## config.mk

```make
export PLATFORM = sky130hd
export DESIGN_NAME = traffic_light_ctrl_flat
export DESIGN_NICKNAME = d
export VERILOG_FILES = /design/src/rtl/traffic_light_ctrl_if.sv /design/src/rtl/traffic_light_ctrl.sv /design/src/flat_wrapper.sv
export SDC_FILE = /design/constraint.sdc
export NUM_CORES = 1
export LEC_CHECK = 0
export ABC_CLOCK_PERIOD_IN_PS = 2400
export BUFFER_PORTS_ARGS = -buffer_cell sky130_fd_sc_hd__buf_2
export CAP_MARGIN = 20
export CORE_ASPECT_RATIO = 1.4
export CORE_MARGIN = 2
export CORE_UTILIZATION = 40
export CTS_CLUSTER_DIAMETER = 60
export DETAILED_ROUTE_END_ITERATION = 16
export GPL_TIMING_DRIVEN = 1
export PLACE_DENSITY_LB_ADDON = 0.1
export SLEW_MARGIN = 15
export SYNTH_ARGS = -nofsm -noshare
export SYNTH_HDL_FRONTEND = slang
export SYNTH_SLANG_ARGS = --single-unit
```

## constraint.sdc

```tcl
create_clock -name clk -period 2.4 [get_ports clk]
set_input_delay 0.48 -clock clk [delete_from_list [all_inputs] [get_ports clk]]
set_output_delay 0.48 -clock clk [all_outputs]
set_load 0.02 [all_outputs]
```

## src/rtl/traffic_light_ctrl_if.sv

```systemverilog
// Board-side bundle of the intersection controller: request inputs and lamp/debug outputs.
// The master drives the requests; the slave (controller) drives the lamps.
interface traffic_light_ctrl_if;
  logic       night;
  logic       ped_req;
  logic [2:0] main_lights;
  logic [2:0] side_lights;
  logic       ped_walk;
  logic [3:0] state_o;

  modport master (
    output night,
    output ped_req,
    input  main_lights,
    input  side_lights,
    input  ped_walk,
    input  state_o
  );

  modport slave (
    input  night,
    input  ped_req,
    output main_lights,
    output side_lights,
    output ped_walk,
    output state_o
  );
endinterface

```

## src/rtl/traffic_light_ctrl.sv

```systemverilog
// Two-approach intersection controller with all-red clearance, latched pedestrian
// request that can shorten main green, and a blinking-amber night mode.
module traffic_light_ctrl #(
  parameter int CNT_W       = 8,
  parameter int T_GREEN     = 20,
  parameter int T_MIN_GREEN = 6,
  parameter int T_AMBER     = 4,
  parameter int T_RED_AMBER = 2,
  parameter int T_ALL_RED   = 2,
  parameter int T_BLINK     = 5
) (
  input  logic                 clk,
  input  logic                 rst_n,
  traffic_light_ctrl_if.slave  tl_if
);

  typedef enum logic [3:0] {
    ALLRED_A = 4'd0,
    MAIN_RA  = 4'd1,
    MAIN_GRE = 4'd2,
    MAIN_AMB = 4'd3,
    ALLRED_B = 4'd4,
    SIDE_RA  = 4'd5,
    SIDE_GRE = 4'd6,
    SIDE_AMB = 4'd7,
    NIGHT    = 4'd8
  } state_e;

  localparam logic [CNT_W-1:0] LAST_GREEN     = CNT_W'(T_GREEN - 1);
  localparam logic [CNT_W-1:0] LAST_MIN_GREEN = CNT_W'(T_MIN_GREEN - 1);
  localparam logic [CNT_W-1:0] LAST_AMBER     = CNT_W'(T_AMBER - 1);
  localparam logic [CNT_W-1:0] LAST_RA        = CNT_W'(T_RED_AMBER - 1);
  localparam logic [CNT_W-1:0] LAST_ALL_RED   = CNT_W'(T_ALL_RED - 1);
  localparam logic [CNT_W-1:0] LAST_BLINK     = CNT_W'(T_BLINK - 1);
  localparam logic [CNT_W-1:0] CNT_ZERO       = {CNT_W{1'b0}};
  localparam logic [CNT_W-1:0] CNT_ONE        = CNT_W'(1);

  state_e           state_q, state_d, succ_s;
  logic [CNT_W-1:0] cnt_q, cnt_d, last_s;
  logic             early_s;
  logic             ped_pend_q, ped_pend_d;
  logic             walk_q, walk_d;
  logic             blink_q, blink_d;
  logic [2:0]       main_q, main_d, side_q, side_d;

  // Phase table: duration and successor of the current state.
  always_comb begin
    last_s  = LAST_ALL_RED;
    succ_s  = ALLRED_A;
    early_s = 1'b0;
    case (state_q)
      ALLRED_A: begin last_s = LAST_ALL_RED; succ_s = tl_if.night ? NIGHT : MAIN_RA; end
      MAIN_RA:  begin last_s = LAST_RA;      succ_s = MAIN_GRE; end
      MAIN_GRE: begin
        last_s  = LAST_GREEN;
        succ_s  = MAIN_AMB;
        early_s = ped_pend_q && (cnt_q >= LAST_MIN_GREEN);
      end
      MAIN_AMB: begin last_s = LAST_AMBER;   succ_s = ALLRED_B; end
      ALLRED_B: begin last_s = LAST_ALL_RED; succ_s = tl_if.night ? NIGHT : SIDE_RA; end
      SIDE_RA:  begin last_s = LAST_RA;      succ_s = SIDE_GRE; end
      SIDE_GRE: begin last_s = LAST_GREEN;   succ_s = SIDE_AMB; end
      SIDE_AMB: begin last_s = LAST_AMBER;   succ_s = ALLRED_A; end
      NIGHT:    begin last_s = LAST_BLINK;   succ_s = ALLRED_A; end
      // Corrupted encodings fall back to the safe all-red state immediately.
      default:  begin last_s = CNT_ZERO;     succ_s = ALLRED_A; early_s = 1'b1; end
    endcase
  end

  // Next state, phase counter, blink phase, pedestrian latch and lamp pattern.
  always_comb begin
    state_d = state_q;
    cnt_d   = cnt_q + CNT_ONE;
    blink_d = blink_q;
    if (state_q == NIGHT) begin
      if (!tl_if.night) begin
        state_d = ALLRED_A;
        cnt_d   = CNT_ZERO;
      end else if (cnt_q == LAST_BLINK) begin
        cnt_d   = CNT_ZERO;
        blink_d = ~blink_q;
      end else begin
        cnt_d   = cnt_q + CNT_ONE;
      end
    end else if (early_s || (cnt_q == last_s)) begin
      state_d = succ_s;
      cnt_d   = CNT_ZERO;
      blink_d = 1'b1;
    end else begin
      cnt_d   = cnt_q + CNT_ONE;
    end

    // The entry edge into side green is never inside side green, so a
    // coincident request always survives the clear.
    if (tl_if.ped_req) begin
      ped_pend_d = 1'b1;
    end else if ((state_d == SIDE_GRE) && (state_q != SIDE_GRE)) begin
      ped_pend_d = 1'b0;
    end else begin
      ped_pend_d = ped_pend_q;
    end

    if (state_d != SIDE_GRE) begin
      walk_d = 1'b0;
    end else if (state_q != SIDE_GRE) begin
      walk_d = ped_pend_q;
    end else begin
      walk_d = walk_q;
    end

    main_d = 3'b100;
    side_d = 3'b100;
    case (state_d)
      MAIN_RA:  main_d = 3'b110;
      MAIN_GRE: main_d = 3'b001;
      MAIN_AMB: main_d = 3'b010;
      SIDE_RA:  side_d = 3'b110;
      SIDE_GRE: side_d = 3'b001;
      SIDE_AMB: side_d = 3'b010;
      NIGHT: begin
        main_d = {1'b0, blink_d, 1'b0};
        side_d = {1'b0, blink_d, 1'b0};
      end
      default: begin
        main_d = 3'b100;
        side_d = 3'b100;
      end
    endcase
  end

  // State, counter and registered lamp outputs.
  always_ff @(posedge clk or negedge rst_n) begin
    if (!rst_n) begin
      state_q    <= ALLRED_A;
      cnt_q      <= CNT_ZERO;
      ped_pend_q <= 1'b0;
      walk_q     <= 1'b0;
      blink_q    <= 1'b1;
      main_q     <= 3'b100;
      side_q     <= 3'b100;
    end else begin
      state_q    <= state_d;
      cnt_q      <= cnt_d;
      ped_pend_q <= ped_pend_d;
      walk_q     <= walk_d;
      blink_q    <= blink_d;
      main_q     <= main_d;
      side_q     <= side_d;
    end
  end

  assign tl_if.main_lights = main_q;
  assign tl_if.side_lights = side_q;
  assign tl_if.ped_walk    = walk_q;
  assign tl_if.state_o     = state_q;

endmodule

```

## src/flat_wrapper.sv

```systemverilog
// flat-port wrapper written by rule: the top's interface ports become plain ports
module traffic_light_ctrl_flat 
#(
  parameter int CNT_W       = 8,
  parameter int T_GREEN     = 20,
  parameter int T_MIN_GREEN = 6,
  parameter int T_AMBER     = 4,
  parameter int T_RED_AMBER = 2,
  parameter int T_ALL_RED   = 2,
  parameter int T_BLINK     = 5
)
  (clk, rst_n, tl_if_night, tl_if_ped_req, tl_if_main_lights, tl_if_side_lights, tl_if_ped_walk, tl_if_state_o);
  traffic_light_ctrl_if tl_if_i ();
  input  logic clk;
  input  logic rst_n;
  input wire logic [$bits(tl_if_i.night)-1:0] tl_if_night;
  input wire logic [$bits(tl_if_i.ped_req)-1:0] tl_if_ped_req;
  output wire logic [$bits(tl_if_i.main_lights)-1:0] tl_if_main_lights;
  output wire logic [$bits(tl_if_i.side_lights)-1:0] tl_if_side_lights;
  output wire logic [$bits(tl_if_i.ped_walk)-1:0] tl_if_ped_walk;
  output wire logic [$bits(tl_if_i.state_o)-1:0] tl_if_state_o;
  assign tl_if_i.night = tl_if_night;
  assign tl_if_i.ped_req = tl_if_ped_req;
  assign tl_if_main_lights = tl_if_i.main_lights;
  assign tl_if_side_lights = tl_if_i.side_lights;
  assign tl_if_ped_walk = tl_if_i.ped_walk;
  assign tl_if_state_o = tl_if_i.state_o;
  traffic_light_ctrl #(.CNT_W(CNT_W), .T_GREEN(T_GREEN), .T_MIN_GREEN(T_MIN_GREEN), .T_AMBER(T_AMBER), .T_RED_AMBER(T_RED_AMBER), .T_ALL_RED(T_ALL_RED), .T_BLINK(T_BLINK)) u_core (.clk(clk), .rst_n(rst_n), .tl_if(tl_if_i));
endmodule
```

==> summary.txt <==
CTS
  – CTS root buffer: clkbuf_8
  – CTS tree: built
  – Post-CTS sizing: 0
  – Post-CTS Setup Bufs: 0
  – Worst-path clk slew: 0.08 ns
  – TritonCTS Buffers: 3
  – H-tree depth: 1
  – Max clock buf depth: 2
  – Hold Buf Count CTS: 0
  – Skew-Pair Late Insertion Delay: 0.26 ns
  – Clk sink count: 21

Timing
  – Tcrit/Tclk final: 88.7%
  – Setup TNS: 0 ns
  – Final setup margin: 0.270 ns
  – Slew HR: 69.0%
  – Max Clock Skew: 0.00796 ns
  – Worst-margin pin slew: 0.465 ns
  – Final hold violations: 0
  – Fin crit period: 2.13 ns
  – Hold WS: 0.155 ns
  – Max frequency: 470 MHz
  – RSZ-0062 raised after global routing: no
  – Count of final setup violators: 0
  – Slew Limit Fails: 0

Cells and area
  – Nets: 146
  – Layout cells sized above 1: 27.5%
  – Cell area after layout: 0.00135 sq mm
  – # diodes: 0
  – Layout Area Growth over Synthesis: 11.9%

Critical path
  – WS Path Type: reg2reg
  – Crit path buffers/inverters: 0
  – Reg2reg end: u_core.tl_if.ped_walk
  – CP max-delay cell: dfrtp_1
  – Kind of end point of the critical path: flip-flop
  – Largest stage delay on the critical path: 0.52 ns
  – R2R depth: 6
  – Crit path cell chain: nor4b_4, xnor2_1, nand3_2, nor3b_1, nor2_1, nor3_1
  – Worst Path Max Fanout: 11
  – Crit path from: u_core.tl_if.state_o[1]
  – Critical Path RT: 2.58 ns
  – Crit-path leading delay family: simple AND/OR/NAND/NOR gates
  – Worst EP arrival: 2.31 ns
  – Worst path depth: 6
  – Crit path launch type: flip-flop
  – Worst r2r src: u_core.tl_if.state_o[1]
  – Worst R2R Setup Slack: 0.27 ns
  – Worst setup path end: u_core.tl_if.ped_walk

Routing
  – DRC: 0
  – Via Count: 876
  – Wire length per cell: 13.7 microns
  – Pre-antenna DRT Iters: 4
  – Initial drt markers: 19
  – Drt total wl: 2.39 mm
  – Vias/cell: 5.01
  – Antenna viol nets, final: 0

Synth
  – Most common cell in the synthesized netlist: dfrtp_1
  – Dominant synthesized flop cell: dfrtp_1
  – Syn avg cell area: 9.87 sq um
  – Number of synthesized flops with an enable pin: 0
  – Yosys top cell area share: 37.4%
  – Yosys cell types: 42
  – Synth area leaders: dfrtp_1 37%, dfstp_2 6.5%, nor2_1 5.3%
  – Post-synth ARST share: 100%
  – Post-synth top cells: 18 x dfrtp_1, 17 x nor2_1, 10 x nand2_1
  – Synth Warn #: 0
  – Largest area contributor in the netlist: dfrtp_1
  – Synth Net Count: 129
  – Post-Synthesis Cells: 122
  – Synthesized area: 0.00120 sq mm
  – Post-synthesis register bit count: 21
  – Seq/Total Area, Yosys: 44.0%

Die
  – Die Footprint: 0.00347 sq mm
  – Initial Util: 41.8%
  – Row Count: 23
  – Chip Height: 68.9 microns
  – Core box area: 0.00288 sq mm
  – Die Wd: 50.4 microns
  – Total I/O pin count: 15

Global route
  – Grt total ovfl: 0
  – Vias in the first global route: 863
  – Met3 GRT Util: 2.16%
  – First-pass GRT wire length: 4.11 mm
  – GRT Total Usage: 16.2%
  – Initial antenna violation count: 0
  – Met1 GRT Util: 18.2%
  – Largest net degree at the start of global routing: 22
  – Met2 Use GR: 29.9%
  – Busiest layer in global routing: met2

Placed design
  – DP Worst Slack: 0.301 ns
  – Post-DP HPWL: 1.85 mm
  – RePlAce Congestion: 0.883
  – PortBufs: 14
  – Area after DPL: 0.00130 sq mm

Power
  – Power Density: 1270 mW/mm^2
  – Leak: 0.624 nW
  – Worst ir drop on vdd: 539 uV
  – Power consumption: 1.71 mW

Min path
  – Hold/Removal Path Class: in2async

Run
  – MaxCap Viol Count: 0

Run status
  – Status: finished clean
-- cell usage in the layout, fill, tap and decap left out, drive strengths merged, types with 2 or more instances in the layout --
| master | netlist | layout |
|---|---|---|
| clkbuf | 1 | 3 |
| nor2 | 18 | 18 |
| a21oi | 3 | 3 |
| ha | 3 | 3 |
| a211oi | 2 | 2 |
| xor2 | 5 | 5 |
| xnor2 | 4 | 4 |
| o21ai | 3 | 3 |
| and3 | 3 | 3 |
| nand2 | 11 | 11 |
| nor2b | 2 | 2 |
| dfrtp | 18 | 18 |
| inv | 7 | 7 |
| buf | 4 | 17 |
| nand3 | 7 | 7 |
| nor3 | 5 | 5 |
| dfstp | 3 | 3 |
| mux2i | 2 | 2 |
| a31oi | 2 | 2 |
| clkinv | 1 | 2 |
| nand2b | 3 | 3 |
-- worst reg2reg max path: stages, from the launching register on --
cell	delay (ns)
dfrtp_1	0.52
nor4b_4	0.42
xnor2_1	0.24
nand3_2	0.17
nor3b_1	0.40
nor2_1	0.11
nor3_1	0.18
-- worst min path at each step --
stage	cells past startpoint	end	startpoint	slack, ns
5_1_grt	1	u_core.tl_if.side_lights[0]	rst_n	0.19
3_5_place_dp	1	u_core.tl_if.side_lights[0]	rst_n	0.46
3_3_place_gp	1	u_core.tl_if.side_lights[0]	rst_n	0.47
2_1_floorplan	0	u_core.cnt_q[0]	rst_n	0.18
6_report	1	u_core.tl_if.side_lights[0]	rst_n	0.15
4_1_cts	1	u_core.tl_if.side_lights[0]	rst_n	0.17
-- per-stage QoR --
step | util, % | std cells
after floorplan | - | 122
after global placement | 45.2 | 171
after detailed placement | 45.2 | 171
after CTS | 46.8 | 175
after global routing | 46.8 | 175
final | 46.8 | 175
-- registers in the layout, indices dropped and copies added, names as in the netlist --
register / count
u_core.tl_if.side_lights: 3
u_core.cnt_q: 8
u_core.tl_if.ped_walk: 1
u_core.tl_if.main_lights: 3
u_core.tl_if.state_o: 4
u_core.blink_q: 1
u_core.ped_pend_q: 1
-- cells by family (layout without fill, tap and decap cells) --
logic type	Yosys count	count (layout)	synth area share (%)
adder cells (fa/ha/maj)	3	3	3.12
AO/OA/AOI/OAI	18	18	11.9
AND/OR/NAND/NOR	55	55	25.6
flip-flops	21	21	44.0
multiplexers	3	3	2.91
XOR/XNOR	9	9	6.55
buffers and inverters	13	29	6.03
-- final cells by class --
type | instances | area (sq um)
Clock buffer | 3 | 41.3
Clock inverter | 1 | 5.00
Fill cell | 280 | 1530
Inverter | 8 | 30.0
Multi-Input combinational cell | 88 | 602
Sequential cell | 21 | 529
Tap cell | 37 | 46.3
Timing Repair Buffer | 17 | 92.6
-- metal layers --
layer / wire length (microns) / up-vias / share of wire, %
met5: 0 / - / 0
met4: 71 / 0 / 3.0
met3: 74 / 7 / 3.1
met2: 1210 / 20 / 50
met1: 1040 / 401 / 43
li1: - / 448 / -
-- report_power, final --
group / total [mW] / internal, mW / switching [mW] / leakage (nW)
clock: 0.233 / 0.116 / 0.117 / 0.0255
sequential: 0.593 / 0.455 / 0.138 / 0.268
combinational: 0.889 / 0.360 / 0.529 / 0.331
Note: power is estimated with default switching activity, not from simulation.
